===== src/rtl/mem_port_arbiter.sv =====
// Arbitrates fetch and data-memory accesses onto one single-port memory.
// Data side has priority; fetch is forced through after STARVE_MAX consecutive data wins.
module mem_port_arbiter #(
  parameter int ADDR_W     = 16,
  parameter int DATA_W     = 16,
  parameter int MEM_LAT    = 2,
  parameter int STARVE_MAX = 4
) (
  input  logic              clk,
  input  logic              rst,
  input  logic              if_req,
  input  logic [ADDR_W-1:0] if_addr,
  output logic              if_gnt,
  output logic              if_valid,
  output logic [DATA_W-1:0] if_rdata,
  input  logic              dm_req,
  input  logic              dm_we,
  input  logic [ADDR_W-1:0] dm_addr,
  input  logic [DATA_W-1:0] dm_wdata,
  output logic              dm_gnt,
  output logic              dm_valid,
  output logic [DATA_W-1:0] dm_rdata,
  output logic              mem_en,
  output logic              mem_we,
  output logic [ADDR_W-1:0] mem_addr,
  output logic [DATA_W-1:0] mem_wdata,
  input  logic [DATA_W-1:0] mem_rdata
);
  localparam int CNT_W = (MEM_LAT > 1) ? $clog2(MEM_LAT) : 1;
  localparam int SW    = $clog2(STARVE_MAX + 1);

  typedef enum logic [1:0] {IDLE, BUSY, DONE} state_t;

  state_t            state, state_nxt;
  logic [CNT_W-1:0]  cnt;
  logic [SW-1:0]     starve;
  logic              own_dm, acc_we;
  logic [ADDR_W-1:0] acc_addr;
  logic [DATA_W-1:0] acc_wdata;
  logic              arb_ok, force_if, gnt_any, last_beat, busy;

  // Grants are held off while in reset so every output reads 0 during rst=0.
  assign arb_ok    = rst && (state != BUSY);
  assign force_if  = (starve == SW'(STARVE_MAX));
  assign if_gnt    = arb_ok && if_req && (!dm_req || force_if);
  assign dm_gnt    = arb_ok && dm_req && !(if_req && force_if);
  assign gnt_any   = if_gnt || dm_gnt;
  assign busy      = (state == BUSY);
  assign last_beat = busy && (cnt == '0);

  always_ff @(posedge clk or negedge rst) begin
    if (!rst) state <= IDLE;
    else      state <= state_nxt;
  end

  always_comb begin
    state_nxt = state;
    case (state)
      IDLE:    state_nxt = gnt_any ? BUSY : IDLE;
      BUSY:    state_nxt = last_beat ? DONE : BUSY;
      DONE:    state_nxt = gnt_any ? BUSY : IDLE;
      default: state_nxt = IDLE;
    endcase
  end

  always_comb begin
    if_valid  = (state == DONE) && !own_dm;
    dm_valid  = (state == DONE) && own_dm;
    mem_en    = busy;
    mem_we    = busy && acc_we;
    mem_addr  = busy ? acc_addr  : '0;
    mem_wdata = busy ? acc_wdata : '0;
  end

  always_ff @(posedge clk or negedge rst) begin
    if (!rst) begin
      own_dm    <= 1'b0;
      acc_we    <= 1'b0;
      acc_addr  <= '0;
      acc_wdata <= '0;
      cnt       <= '0;
    end else if (gnt_any) begin
      own_dm    <= dm_gnt;
      acc_we    <= dm_gnt && dm_we;
      acc_addr  <= dm_gnt ? dm_addr : if_addr;
      acc_wdata <= dm_gnt ? dm_wdata : '0;
      cnt       <= CNT_W'(MEM_LAT - 1);
    end else if (busy && cnt != '0) begin
      cnt <= cnt - 1'b1;
    end
  end

  // Memory data is only valid in the final access cycle; writes leave rdata alone.
  always_ff @(posedge clk or negedge rst) begin
    if (!rst) begin
      if_rdata <= '0;
      dm_rdata <= '0;
    end else if (last_beat && !acc_we) begin
      if (own_dm) dm_rdata <= mem_rdata;
      else        if_rdata <= mem_rdata;
    end
  end

  always_ff @(posedge clk or negedge rst) begin
    if (!rst)                                 starve <= '0;
    else if (if_gnt)                          starve <= '0;
    else if (dm_gnt && if_req && !force_if)   starve <= starve + 1'b1;
  end
endmodule


===== config.mk =====
export PLATFORM = sky130hd
export DESIGN_NAME = mem_port_arbiter
export DESIGN_NICKNAME = d
export VERILOG_FILES = /design/src/rtl/mem_port_arbiter.sv
export SDC_FILE = /design/constraint.sdc
export NUM_CORES = 1
export LEC_CHECK = 0
export BUFFER_PORTS_ARGS = -buffer_cell sky130_fd_sc_hd__buf_2
export CORE_MARGIN = 8
export CORE_UTILIZATION = 52
export DETAILED_ROUTE_END_ITERATION = 8
export PLACE_DENSITY = 0.85
export SYNTH_ARGS = -nofsm -noshare
export SYNTH_HDL_FRONTEND = slang
export SYNTH_SLANG_ARGS = --single-unit

===== constraint.sdc =====
create_clock -name clk -period 5.2 [get_ports clk]
set_input_delay 1.56 -clock clk [delete_from_list [all_inputs] [get_ports clk]]
set_output_delay 1.56 -clock clk [all_outputs]
set_load 0.03 [all_outputs]

Yosys cells after proc, flatten, opt, wreduce, memory -nomap -nowiden

Index checks and enable logic that the tools add are counted.

Order comparisons: 0
$add $sub $neg: 2
Muxes and demuxes: 11
Shift-type cells: 0
$mul: 0
Equal/unequal tests: 4
Bitwise logic cells: 2
Divide/modulo/power cells: 0
Reductions and logical operators: 28

Operators with widths:

| operator            | count |
|---|---|
| $mux 16             | 4 |
| $logic_and 1x1->1   | 15 |
| $mux 3              | 2 |
| $logic_not 1->1     | 5 |
| $pmux 2 s2          | 1 |
| $reduce_and 2->1    | 2 |
| $reduce_bool 2->1   | 2 |
| $add 3x1->3 const B | 1 |
| $eq 3x3->1 const B  | 1 |
| $mux 1              | 3 |
| $eq 2x1->1 const B  | 1 |
| $eq 2x2->1 const B  | 1 |
| $logic_not 2->1     | 1 |
| $logic_or 1x1->1    | 2 |
| $mux 2              | 1 |
| $ne 2x1->1 const B  | 1 |
| $not 1->1           | 2 |
| $reduce_or 2->1     | 1 |
| $sub 1x1->1 const B | 1 |

Memories kept: 0
Output and inout port bits: 70
Word-level logic and storage cells: 56
Bits in writable memories: 0
Memory bits (read-only): 0
Latch bits: 0
Bits in registers: 72

Depth between registers and ports, before layout

Gate-level depths: netlist of run 1.

Depth after elaboration: 8
Gate-level depth with buffers: 7
Gate-level depth less buffers: 5

Worst setup path after synthesis of run 1

OpenSTA, ideal clock, no wires.

Path kind: input to output
From: input port rst
To: output port if_gnt
Data required time: 3.640 ns
Buffers on the path: 1
Arrival time: 2.518 ns
Stages on the path: 3
Path slack: 1.122 ns
Cell sequence: clkbuf_1 nand3_1 nor2_1

Longest elaborated chain between the ends: 3

Ends and longest elaborated chain:

| element                        | RTL line | source |
|---|---|---|
| start, declared                | 10       | `input logic rst,` |
| $logic_and 1x1->1              | 43       | `assign arb_ok = rst && (state != BUSY);` |
| $logic_and 1x1->1 (2 in a row) | 45       | `assign if_gnt = arb_ok && if_req && (!dm_req \|\| force_if);` |
| end, declared                  | 13       | `output logic if_gnt,` |

Every way passes these cells.

Final worst setup path of run 1

From: input port if_req
To: output port dm_gnt

Longest elaborated chain between the ends: 3

Ends and longest elaborated chain:

| element           | RTL line | source |
|---|---|---|
| start, declared   | 11       | `input logic if_req,` |
| $logic_and 1x1->1 | 46       | `assign dm_gnt = arb_ok && dm_req && !(if_req && force_if);` |
| $logic_not 1->1   | 46       |  |
| $logic_and 1x1->1 | 46       |  |
| end, declared     | 20       | `output logic dm_gnt,` |

Every way passes these cells.

==> impl_results.md, run 1 <==
* Vias in the first global route at 2834
* Area grow syn2layout at 24.1%
* Comb power frac at 0.505
* Buf/Inv on CP at 2
* R2r setup slk at 2.81 ns
* Core footprint at 0.00639 mm²
* Compound-Gate Fraction of Synth Area at 0.145
* Peak supply drop at 0.393 mV
* Hold_sp: acc_wdata[14]
* Slew @ Worst Pin at 1.05 ns
* Tmin final at 4.57 ns
* Rel. slew slack at 0.297
* Final Hold Fails at 0
* WS Path Type: input port to primary output
* Sequential share of power at 0.354
* Initial antenna violation count at 0
* Clock Sinks at 72
* Synth Area in Adders at 0.00726
* Post-CTS Setup Bufs at 0
* Congestion Overflow GR at 0
* Crit-path cells: buf_2, and3_1, nor3_4, buf_2
* Hold crit path type: flop to flop
* Clock Path Buffers at 2
* CTS Buf Count at 9
* Power, Total at 2.74 mW
* Filler cell count at 516
* FP Rows at 29
* Worst Setup End Kind: primary output
* Wirelength, routed at 8950 µm
* Pin count of the biggest net entering global routing at 93
* Leakage at 2.14 nW
* Layout Cells excl Fill at 489
* Mux contribution to synthesized area at 0.132
* DR pass1 iterations at 4
* Largest family of logic cells by synthesized area: compound AO/OA/AOI/OAI gates
* Fraction of the yosys area taken by sequential cells at 0.523
* Placed insts at 473
* CTS tree: done
* Final Cell Area at 0.00428 mm²
* Commonest cells after routing, fill and taps aside: buf_2 (137), dfrtp_1 (72), and2_1 (34), a31oi_1 (32), mux2_4 (20)
* Synthesized area per cell at 12.3 µm²
* Synth Area in Simple Gates at 0.145
* Worst-skew pair later-pin latency at 0.33 ns
* Total Die Area at 0.00949 mm²
* RSZ-0062 raised after global routing: no
* Storage element area at 0.00180 mm²
* Nets@finish at 478
* MaxCap Viol Count at 0
* Yosys warnings at 0
* Max frequency at 0.219 GHz
* Yosys reg bits at 72
* FFs w/ async S/R, synth at 1.00
* Io pins at 139
* H-tree Lvls at 3
* Wire per inst at 18.3 µm
* Gr usage total at 0.182
* Via Count at 2731
* Final setup violation count at 0
* Worst EP required at 3.64 ns
* Placed cell areas at 0.00410 mm²
* Number of nets still failing antenna checks after routing at 0
* Critical Path Slowest Stage Cell: nor3_4
* Net Count, Synth at 351
* Hold_buf cts at 0
* RePlAce Congestion at 0.805
* Internal Power at 1.50 mW
* Min-Delay Path Depth at 1
* Starting Density at 0.540
* Number of distinct library cells after synthesis at 36
* Via-per-instance ratio at 5.58
* Worst R2R Path Depth at 4
* Root Driver: clkbuf_8
* Worst path max stage delay at 0.61 ns
* Mapped Cells at 280
* Die W at 97.4 µm
* Iter 0 DRT Violations at 152
* Period utilization at 0.879
* Final-report max-slew violation count at 0
* CP top delay family: simple AND/OR/NAND/NOR gates
* Top post-synthesis cells by area: dfrtp_1 (52%), mux2_4 (8.7%), and2_1 (6.2%), a31oi_1 (5.8%), a22o_1 (4.3%)
* Startpoint types: input port
* Crit Path Max Fanout at 18
* Layout cells sized above 1 at 0.478
* Crit path arrival time at 3.01 ns
* Net Sw Power at 1.24 mW
* Sw Share at 0.452
* Tightest hold margin at 0.496 ns
* Post-synth top area share at 0.523
* Footprint of the multi-input gates at 0.00148 mm²
* Synth Flop Type: dfrtp_1
* Most common cell after layout, fill and taps aside: buf_2
* Worst clock skew at 0.00999 ns
* CTS clk-pin slew, worst paths at 0.07 ns
* Die Y at 97.4 µm
* P per Cell Area at 641 mW/mm²
* Number of synthesized flops with an enable pin at 0
* Clk network pwr share at 0.141
* Status: complete, no violations
* DRC violations left at 0
* Resized Gates After CTS at 0
* Dpl hpwl at 6330 µm
* Inserted Diodes at 0
* Input/output buffers at 138
* CP dominant cell by count: buf_2
* Global-route wire length before repair at 14300 µm
* Mapped Area at 0.00345 mm²
* Leading area contributor after synthesis: dfrtp_1
* Reg-to-Reg End: dm_rdata[11]
* Final TNS setup at 0 ns
* Launching point of the worst reg2reg path: state[1]
* Hold EP: acc_wdata[14]
* Xor/xnor cell area share of the yosys netlist at 0
-- how the worst max path moves through the flow --
stage                      start  endpoint  slack, ns  depth (start not counted)
after floorplan              rst    if_gnt       1.12                          3
after global placement    if_req    dm_gnt       0.67                          4
after detailed placement  if_req    dm_gnt       0.64                          4
after CTS                 if_req    dm_gnt       0.63                          4
after global routing      if_req    dm_gnt       0.52                          4
final                     if_req    dm_gnt       0.63                          4
-- final cells by class --
cell class                 count  share of cell area
clock buffer                  10              0.0298
clock inverter                 6              0.0105
inverter                       3             0.00263
multi-input combinational    180               0.346
sequential                    72               0.421
tap                           77              0.0225
timing repair buffer         141               0.167
-- worst register-to-register path, stage by stage (launching register included) --
cell and delay [ns]:
dfrtp_1 0.39, nand2b_4 0.36, inv_2 0.69, nand3_4 0.42, mux2_4 0.42
-- metal layers --
metal / routed length [µm] / GRT usage
met3: 549 / 0.0413
met1: 3630 / 0.225
met4: 204 / 0.0734
met5: 0 / 0
met2: 4560 / 0.298
-- cell usage after synthesis (all sizes together) (3+ instances only) --
master	number
o31ai	16
nand4	17
nor2	4
a22o	17
clkbuf	10
buf	15
a31oi	32
mux2	32
nand2	6
inv	3
nand3	4
and2	34
dfrtp	72
-- logic make-up (layout without fill, tap and decap cells) --
logic type | count (synthesis) | after routing
AO/OA/AOI/OAI | 69 | 69
adder cells (fa/ha/maj) | 2 | 2
buffers and inverters | 28 | 160
flip-flops | 72 | 72
multiplexers | 34 | 34
AND/OR/NAND/NOR | 75 | 75
-- state kept, by name (all words and copies together), names as in the netlist --
register	cells
dm_rdata	16
acc_we	1
acc_addr	16
if_rdata	16
cnt	1
starve	3
own_dm	1
state	2
acc_wdata	16
-- power groups by stage --
stage	sequential, mW	combinational (mW)	clock (mW)
after CTS	0.974	1.40	0.396
final	0.972	1.38	0.386
after global placement	0.964	1.37	0
after global routing	1.01	1.48	0.422
after floorplan	1.20	0.797	0
after detailed placement	0.978	1.40	0
-- stage by stage --
| step | worst slack [ns] | utilization |
|---|---|---|
| after global routing | 0.524 | 0.670 |
| after CTS | 0.627 | 0.670 |
| after floorplan | 1.12 | - |
| final | 0.631 | 0.670 |
| after detailed placement | 0.639 | 0.643 |
| after global placement | 0.669 | 0.643 |
(Power assumes the default switching activity.)
==> inputs of run 2 (changes only) <==
--- a/config.mk
+++ b/config.mk
@@ -10,6 +10,8 @@
 export CORE_UTILIZATION = 52
 export DETAILED_ROUTE_END_ITERATION = 8
 export PLACE_DENSITY = 0.85
+export RECOVER_POWER = 25
+export REMOVE_ABC_BUFFERS = 1
 export SYNTH_ARGS = -nofsm -noshare
 export SYNTH_HDL_FRONTEND = slang
 export SYNTH_SLANG_ARGS = --single-unit
==> impl_results.md, run 2 (synthesized netlist as in run 1, its figures left out) <==
* Net Sw Power at 1.23 mW (-1.1%)
* Hold EP: if_rdata[9]
* Commonest cells after routing, fill and taps aside: buf_2 (136), dfrtp_1 (72), and2_1 (34), a31oi_1 (32)
* Number of nets still failing antenna checks after routing at 0 (unchanged)
* Worst R2R Path Depth at 4 (unchanged)
* Leakage at 2.13 nW (-0.32%)
* Total Die Area at 0.00949 mm² (unchanged)
* Hold_sp: if_rdata[9]
* Status: finished, violations left
* Nets@finish at 478 (unchanged)
* Clock Sinks at 72 (unchanged)
* Startpoint types: input port
* RSZ-0062 raised after global routing: no
* Period utilization at 0.882 (+0.00301)
* P per Cell Area at 656 mW/mm² (+2.2%)
* Clk network pwr share at 0.172 (+0.031)
* Layout cells sized above 1 at 0.447 (-0.0316)
* Worst-skew pair later-pin latency at 0.33 ns (about the same)
* Comb power frac at 0.482 (-0.023)
* CTS clk-pin slew, worst paths at 0.08 ns (about the same)
* Root Driver: clkbuf_8
* Worst EP required at 3.64 ns (about the same)
* Max frequency at 0.218 GHz (-0.34%)
* Dpl hpwl at 6420 µm (+1.4%)
* Post-CTS Setup Bufs at 0 (unchanged)
* Final Hold Fails at 0 (unchanged)
* Internal Power at 1.57 mW (+4.5%)
* Tmin final at 4.58 ns (+0.0156 ns)
* Rel. slew slack at -0.355 (-0.652)
* Global-route wire length before repair at 14700 µm (+2.8%)
* WS Path Type: input port to primary output
* Final TNS setup at 0 ns (unchanged)
* Die W at 97.4 µm (unchanged)
* DR pass1 iterations at 4 (unchanged)
* Hold_buf cts at 0 (unchanged)
* Failing checks: capacitance limit, slew limit
* Reg-to-Reg End: dm_rdata[11]
* Final setup violation count at 0 (unchanged)
* Final-report max-slew violation count at 93 (+93)
* Gr usage total at 0.189 (+0.00737)
* CTS Buf Count at 9 (unchanged)
* Initial antenna violation count at 1 (+1)
* Clock Path Buffers at 2 (unchanged)
* Starting Density at 0.540 (unchanged)
* Vias in the first global route at 2888 (+1.9%)
* Sw Share at 0.439 (-0.0137)
* Filler cell count at 507 (-1.7%)
* Resized Gates After CTS at 0 (unchanged)
* Hold crit path type: flop to flop
* Sequential share of power at 0.347 (-0.007)
* Crit Path Max Fanout at 18 (unchanged)
* CTS tree: done
* Die Y at 97.4 µm (unchanged)
* Iter 0 DRT Violations at 138 (-9.2%)
* Core footprint at 0.00639 mm² (unchanged)
* Pin count of the biggest net entering global routing at 93 (unchanged)
* Launching point of the worst reg2reg path: state[1]
* Wirelength, routed at 8970 µm (+0.13%)
* DRC violations left at 0 (unchanged)
* Wire per inst at 18.3 µm (about the same)
* RePlAce Congestion at 0.784 (-2.6%)
* Worst clock skew at 0.00947 ns (-0.000520 ns)
* Io pins at 139 (unchanged)
* Input/output buffers at 138 (unchanged)
* R2r setup slk at 2.83 ns (+0.02 ns)
* Peak supply drop at 0.403 mV (+2.5%)
* MaxCap Viol Count at 1 (+1)
* FP Rows at 29 (unchanged)
* H-tree Lvls at 3 (unchanged)
* Crit path arrival time at 3.02 ns (about the same)
* Congestion Overflow GR at 0 (unchanged)
* Slew @ Worst Pin at 2.03 ns (+0.978 ns)
* Finished Core Util at 0.668 (-0.00137)
* Via Count at 2748 (+0.62%)
* Min-Delay Path Depth at 1 (unchanged)
* Worst Setup End Kind: primary output
* Via-per-instance ratio at 5.61 (+0.42%)
* Area grow syn2layout at 23.9%
* Most common cell after layout, fill and taps aside: buf_2
run 2: changes by cell type in the layout (fill, tap and decap cells not counted), moves of 4 or more:
| cell | delta |
|---|---|
| mux2_4 | -8 |
| clkbuf_1 | +4 |
| mux2_1 | +8 |
| buf_4 | -4 |
run 2: how the worst max path moves through the flow:
stage,from,endpoint,slack (ns),cells after the start
floorplan,dm_req,dm_gnt,1.10,2
global placement,if_req,dm_gnt,0.64,4
detailed placement,if_req,dm_gnt,0.61,4
CTS,if_req,dm_gnt,0.61,4
global route,rst,state[0],0.49,4
finish,if_req,dm_gnt,0.62,4
run 2: cell type report:
class,count,area [µm²],area share
inverter,3,11.3,0.00264
sequential,72,1800,0.422
tap,77,96.3,0.0226
timing repair buffer,141,701,0.164
antenna,1,2.50,0.000586
clock inverter,6,93.8,0.0220
clock buffer,10,128,0.0299
multi-input combinational,180,1430,0.336
run 2: power groups by stage:
stage / combinational, mW / clock [mW] / sequential (mW)
floorplan: 0.749 / 0 / 1.20
global placement: 1.36 / 0 / 0.966
detailed placement: 1.39 / 0 / 0.982
CTS: 1.40 / 0.490 / 0.977
global route: 1.44 / 0.520 / 1.01
finish: 1.35 / 0.481 / 0.970
run 2: per-layer routing:
metal | share of wire | global-route usage | vias up
met1 | 0.43 | 0.233 | 1326
met4 | 0.017 | 0.0886 | 0
met2 | 0.48 | 0.297 | 111
met3 | 0.069 | 0.0548 | 8
met5 | 0 | 0 | -
li1 | - | - | 1303
run 2: worst max-delay path: stages:
cell and delay (ns):
buf_2 0.12, and3_1 0.38, nor3_4 0.63, buf_2 0.32
run 2: metrics by stage:
step / std cells / hold slack (ns) / power, mW / cell area, µm² / worst slack, ns
finish: 490 / 0.484 / 2.80 / 4270 / 0.615
global route: 490 / 0.511 / 2.97 / 4270 / 0.487
CTS: 489 / 0.500 / 2.86 / 4330 / 0.614
detailed placement: 473 / 0.479 / 2.37 / 4100 / 0.613
global placement: 473 / 0.477 / 2.33 / 4100 / 0.641
floorplan: 255 / 0.458 / 1.95 / 3290 / 1.10
